**src/rtl/lc3b_types.sv**
```systemverilog
// Shared types for the memory subsystem: cache line vector and
// arbiter ownership encoding used by the pmem arbiter.
package lc3b_types;

  localparam int PMEM_LINE_W = 128;
  localparam int PMEM_ADDR_W = 16;
  localparam int PMEM_CNT_W  = 16;

  typedef logic [PMEM_LINE_W-1:0] lc3b_cache_line;

  typedef enum logic {
    ARB_ICACHE = 1'b0,
    ARB_DCACHE = 1'b1
  } lc3b_arb_owner;

  function automatic lc3b_arb_owner arb_other(
    input lc3b_arb_owner o
  );
    return (o == ARB_ICACHE) ? ARB_DCACHE : ARB_ICACHE;
  endfunction

endpackage

```
**src/rtl/pmem_arbiter_datapath.sv**
```systemverilog
// Owner-selected address/wdata mux toward pmem and rdata fan-out.
// Ports: active_i/owner_i select, client addr/wdata in, pmem addr/wdata out.
module pmem_arbiter_datapath
  import lc3b_types::*;
#(
  parameter int LINE_W = PMEM_LINE_W,
  parameter int ADDR_W = PMEM_ADDR_W
) (
  input  logic              active_i,
  input  lc3b_arb_owner     owner_i,
  input  logic [ADDR_W-1:0] i_addr_i,
  input  logic [ADDR_W-1:0] d_addr_i,
  input  logic [LINE_W-1:0] d_wdata_i,
  input  logic [LINE_W-1:0] pmem_rdata_i,
  output logic [ADDR_W-1:0] pmem_addr_o,
  output logic [LINE_W-1:0] pmem_wdata_o,
  output logic [LINE_W-1:0] i_rdata_o,
  output logic [LINE_W-1:0] d_rdata_o
);

  logic [ADDR_W-1:0] addr_sel;

  always_comb begin
    addr_sel     = '0;
    pmem_wdata_o = '0;
    if (active_i) begin
      addr_sel = (owner_i == ARB_ICACHE) ? i_addr_i : d_addr_i;
      if (owner_i == ARB_DCACHE)
        pmem_wdata_o = d_wdata_i;
    end
  end

  // Lines are 16 bytes, so the byte offset is always zero.
  assign pmem_addr_o = {addr_sel[ADDR_W-1:4], 4'b0000};

  // Broadcast unregistered; each client's resp qualifies its copy.
  assign i_rdata_o = pmem_rdata_i;
  assign d_rdata_o = pmem_rdata_i;

endmodule

```
**src/rtl/pmem_arbiter.sv**
```systemverilog
// Arbitrates I-cache and D-cache line transfers onto one pmem port,
// round-robin on ties, locked to the owner until pmem_resp.
// Ports: I/D cache request sides, pmem master side, conflict_count.
module pmem_arbiter
  import lc3b_types::*;
#(
  parameter int LINE_W = PMEM_LINE_W,
  parameter int ADDR_W = PMEM_ADDR_W,
  parameter int CNT_W  = PMEM_CNT_W
) (
  input  logic              clk,
  input  logic              reset,
  input  logic              i_pmem_read,
  input  logic [ADDR_W-1:0] i_pmem_address,
  output logic [LINE_W-1:0] i_pmem_rdata,
  output logic              i_pmem_resp,
  input  logic              d_pmem_read,
  input  logic              d_pmem_write,
  input  logic [ADDR_W-1:0] d_pmem_address,
  input  logic [LINE_W-1:0] d_pmem_wdata,
  output logic [LINE_W-1:0] d_pmem_rdata,
  output logic              d_pmem_resp,
  output logic              pmem_read,
  output logic              pmem_write,
  output logic [ADDR_W-1:0] pmem_address,
  output logic [LINE_W-1:0] pmem_wdata,
  input  logic [LINE_W-1:0] pmem_rdata,
  input  logic              pmem_resp,
  output logic [CNT_W-1:0]  conflict_count
);

  typedef enum logic [1:0] {
    ST_IDLE    = 2'd0,
    ST_SERVE   = 2'd1,
    ST_RELEASE = 2'd2
  } arb_state_e;

  localparam logic [CNT_W-1:0] CNT_MAX = {CNT_W{1'b1}};

  arb_state_e       state_q, state_d;
  lc3b_arb_owner    owner_q, owner_d;
  lc3b_arb_owner    last_q, last_d;
  logic [CNT_W-1:0] cnt_q, cnt_d;

  logic i_req, d_req, owner_req, other_req;

  assign i_req     = i_pmem_read;
  assign d_req     = d_pmem_read | d_pmem_write;
  assign owner_req = (owner_q == ARB_ICACHE) ? i_req : d_req;
  assign other_req = (owner_q == ARB_ICACHE) ? d_req : i_req;

  always_ff @(posedge clk or posedge reset) begin
    if (reset) begin
      state_q <= ST_IDLE;
      owner_q <= ARB_DCACHE;
      last_q  <= ARB_DCACHE;
      cnt_q   <= '0;
    end else begin
      state_q <= state_d;
      owner_q <= owner_d;
      last_q  <= last_d;
      cnt_q   <= cnt_d;
    end
  end

  always_comb begin
    state_d     = state_q;
    owner_d     = owner_q;
    last_d      = last_q;
    pmem_read   = 1'b0;
    pmem_write  = 1'b0;
    i_pmem_resp = 1'b0;
    d_pmem_resp = 1'b0;
    unique case (state_q)
      ST_IDLE: begin
        if (i_req && d_req) begin
          owner_d = arb_other(last_q);
          state_d = ST_SERVE;
        end else if (i_req) begin
          owner_d = ARB_ICACHE;
          state_d = ST_SERVE;
        end else if (d_req) begin
          owner_d = ARB_DCACHE;
          state_d = ST_SERVE;
        end
      end
      ST_SERVE: begin
        if (!owner_req) begin
          // Owner aborted: drop without a resp.
          state_d = ST_IDLE;
        end else begin
          if (owner_q == ARB_ICACHE) begin
            pmem_read = 1'b1;
          end else begin
            // Write-back wins over a simultaneous fill.
            pmem_write = d_pmem_write;
            pmem_read  = ~d_pmem_write;
          end
          if (pmem_resp) begin
            i_pmem_resp = (owner_q == ARB_ICACHE);
            d_pmem_resp = (owner_q == ARB_DCACHE);
            last_d      = owner_q;
            state_d     = ST_RELEASE;
          end
        end
      end
      ST_RELEASE: state_d = ST_IDLE;
      default:    state_d = ST_IDLE;
    endcase
  end

  always_comb begin
    cnt_d = cnt_q;
    if (state_q != ST_IDLE && other_req && cnt_q != CNT_MAX)
      cnt_d = cnt_q + 1'b1;
  end

  assign conflict_count = cnt_q;

  pmem_arbiter_datapath #(
    .LINE_W (LINE_W),
    .ADDR_W (ADDR_W)
  ) u_dp (
    .active_i     (state_q == ST_SERVE),
    .owner_i      (owner_q),
    .i_addr_i     (i_pmem_address),
    .d_addr_i     (d_pmem_address),
    .d_wdata_i    (d_pmem_wdata),
    .pmem_rdata_i (pmem_rdata),
    .pmem_addr_o  (pmem_address),
    .pmem_wdata_o (pmem_wdata),
    .i_rdata_o    (i_pmem_rdata),
    .d_rdata_o    (d_pmem_rdata)
  );

endmodule

```
**config.mk**
```make
export PLATFORM = sky130hd
export DESIGN_NAME = pmem_arbiter
export DESIGN_NICKNAME = d
export VERILOG_FILES = /design/src/rtl/lc3b_types.sv /design/src/rtl/pmem_arbiter_datapath.sv /design/src/rtl/pmem_arbiter.sv
export SDC_FILE = /design/constraint.sdc
export NUM_CORES = 1
export LEC_CHECK = 0
export CORE_AREA = 4 4 277 279
export DETAILED_ROUTE_END_ITERATION = 12
export DIE_AREA = 0 0 281 283
export PLACE_DENSITY = 0.3
export SETUP_SLACK_MARGIN = 0.02
export SYNTH_ARGS = -nofsm -noshare
export SYNTH_HDL_FRONTEND = slang
export SYNTH_HIERARCHICAL = 1
export SYNTH_SLANG_ARGS = --single-unit
```
**constraint.sdc**
```tcl
create_clock -name clk -period 2.2 [get_ports clk]
set_input_delay 0.22 -clock clk [delete_from_list [all_inputs] [get_ports clk]]
set_output_delay 0.22 -clock clk [all_outputs]
set_load 0.005 [all_outputs]
```
==> out/metrics.cfg <==
[timing]
finalHoldViolCount = 0
timing.final.crit_share_pct = 98.0
rsz0062_at_grt = true
holdWs_ns = 0.299
min_period_ns = 2.16
max_freq_mhz = 464
setup_viol = 0
maxSlewViolCount = 0
clock_skew_ns = 0.00964

[power_and_ir_drop]
clockPowerShare_pct = 7.4
switching_power_w = 0.00266
p_comb_share_pct = 83.7
p_leak_nw = 3.70
swShare_pct = 38.7
max-vdd-ir-drop_mv = 0.399
p_int_w = 0.00421
p_per_area_mw_per_mm2 = 929
p_seq_share_pct = 8.9

[yosys]
synth_area_leaders = buf_4, and3_1, dfrtp_1
yosysTopAreaCell = buf_4
yosysSeqAreaShare_pct = 11.6
synth_flop_cell = dfrtp_1
synth_area_mm2 = 0.00435
synthArstFlopShare_pct = 100
syn_area_per_cell_um2 = 7.92
synth_top_area_share_pct = 46.2
yosys_warnings = 6
synth_edf_count = 0
ys_types = 42
netlist_instances = 549
ys_seq_elements = 20

[worst_setup_path]
worst-path-buf-inv = 4
critPathTopFamily = buffers and inverters
rr_worst_depth = 6
r2r_end = conflict_count[14]
cp.arrival_ns = 1.94
critical-path-slowest-cell = dfstp_4
crit_type = reg2out
crit_path_end_kind = primary output
timing.rr.start = owner_q
r2r_setup_slack_ns = 0.28
worstSetupStartpointType = flop
worstSetupPathDepth = 6
path_cells = buf_12 -> buf_4 -> buf_12 -> mux2i_2 -> nor2b_1 -> dlygate4sd2_1
cp_max_fo = 13
endpoint = pmem_address[5]
cpMostUsedCell = buf_12
max_stage_delay_ns = 0.66
worstPathRequired_ns = 1.98
worst_setup_path_startpoint = owner_q

[clock_network]
clkSinkCount = 20
cts_buffer_depth = 2
htreeDepth = 1
cts_buffers = 3
tritoncts = yes
cts-root-buf = clkbuf_16
worstSkewPairLatency_ns = 0.26
path_clk_slew_ns = 0.06

[layout]
final_area_mm2 = 0.00739
nFillCells = 8623
drive_above_1_share_pct = 15.9
nets = 936
num_antenna_cells = 0
multiInputGateArea_mm2 = 0.00163
area_growth_pct = 69.9
seqCellArea_um2 = 508

[min_path]
hp-class = in2async

[place]
io_buffers = 317
place_area_mm2 = 0.00676
gp_congestion = 0.707
dp_hpwl_mm = 20.0

[outcome]
status = finished, final reports clean

[die]
rows = 100
ios = 714
die_w_um = 281
dieArea_mm2 = 0.0795
core-area_mm2 = 0.0742
start_util_pct = 5.86
die_h_um = 283

[route]
drc = 0
ant_nets = 0
firstDrtPassIters = 4
wl_mm = 25.5
vias = 4032
wl_per_cell_um = 15.8
vias_per_cell = 2.51
initialDrtViolationCount = 126

[global_routing]
grt_max_degree = 37
grt_usage_pct = 5.74
antenna_found_initial = 10
grt_overflow = 0
grt_pass1_vias = 4136
grt_pass1_wl_mm = 32.9

[run]
max_cap_viol_count = 0

## cell families (layout without fill, tap and decap cells)
family          Yosys count  count (layout)  synth area share (%)
buf+inv                 296             384                  52.6
other cells               1               4                0.0862
fa+ha+maj                 1               1                 0.288
simple gates            192             192                  27.3
mux                      16              16                  3.88
compound gates           11              11                  1.90
xor+xnor                 12              12                  2.42
flops                    20              20                  11.6
## flip-flops by register name, summed over array words and instances (netlist names)
| register | cells |
|---|---|
| conflict_count | 16 |
| state_q | 2 |
| last_q | 1 |
| owner_q | 1 |
## layout by cell type, fill, tap and decap left out, types with 6 or more instances in the layout
| master | count |
|---|---|
| clkdlybuf4s50_1 | 190 |
| nor4_1 | 7 |
| dlygate4sd2_1 | 93 |
| nor2b_1 | 12 |
| buf_4 | 40 |
| dlymetal6s2s_1 | 19 |
| and3_1 | 125 |
| buf_12 | 12 |
| nand2_1 | 13 |
| mux2i_1 | 9 |
| xor2_1 | 12 |
| clkbuf_16 | 6 |
| buf_16 | 7 |
| dfrtp_1 | 17 |
## cells in the mapped netlist (2+ instances only)
library cell,instances
buf_12,2
mux2i_1,12
dfrtp_1,18
nor3_1,5
xor2_1,12
mux2_2,3
nand2_1,14
a21oi_1,2
nor2b_1,13
nor4_1,7
nand4_1,5
o21ai_0,2
nand4_2,2
o21bai_1,2
and2_1,2
inv_1,2
buf_6,17
buf_4,268
nor2_1,2
dfstp_2,2
clkbuf_1,5
and3_1,130
nand3_1,2
a21boi_0,2
## final cells by class
cell class / instances / area share (%)
clock buffer: 3 / 1.02
tap: 969 / 16.4
inverter: 2 / 0.102
timing repair buffer: 378 / 53.2
clock inverter: 1 / 0.406
sequential: 20 / 6.87
multi-input combinational: 236 / 22.0
## repair_timing
item / in CTS / in global routing
pin swaps: 1 / 0
resized for setup: 122 / 37
setup buffers: 18 / 12
gates cloned: 6 / 3
setup endpoints to repair: 114 / 34
hold buffers: 0 / 0
## tightest hold or removal path: cells and delay by family
| kind | cells | cell delay, ns |
|---|---|---|
| buf+inv | 3 | 0.72 |
## worst min path at each step
stage,cells past startpoint,endpoint,from
final,3,conflict_count[6],reset
after global routing,3,conflict_count[6],reset
after CTS,3,conflict_count[4],reset
after detailed placement,0,d_pmem_rdata[57],pmem_rdata[57]
after global placement,0,d_pmem_rdata[57],pmem_rdata[57]
after floorplan,1,conflict_count[0],reset
## power groups by stage
stage / sequential (W) / combinational [W] / clock (W)
2_1_floorplan: 0.000579 / 0.00242 / 0
3_3_place_gp: 0.000621 / 0.00493 / 0
3_5_place_dp: 0.000623 / 0.00491 / 0
4_1_cts: 0.000616 / 0.00570 / 0.000521
5_1_grt: 0.000633 / 0.00630 / 0.000539
6_report: 0.000611 / 0.00575 / 0.000508
## metrics by stage
stage | worst slack, ns | cells | total power, W | utilization [%] | setup TNS [ns]
4_1_cts | -0.0755 | 1596 | 0.00683 | 9.68 | -0.521
3_5_place_dp | 0.107 | 1568 | 0.00553 | 9.11 | 0
3_3_place_gp | 0.0807 | 1568 | 0.00555 | 9.11 | 0
5_1_grt | -0.0482 | 1609 | 0.00747 | 9.96 | -0.0482
6_report | 0.0446 | 1609 | 0.00687 | 9.96 | 0
2_1_floorplan | 0.367 | 552 | 0.00300 | - | 0
## metal layers
layer | GRT usage [%] | wire length, um
met1 | 6.20 | 9530
met5 | 0.977 | 77
met2 | 8.96 | 10900
met3 | 4.51 | 4670
met4 | 0.798 | 329
No activity file was read; power rests on OpenSTA's default activity.
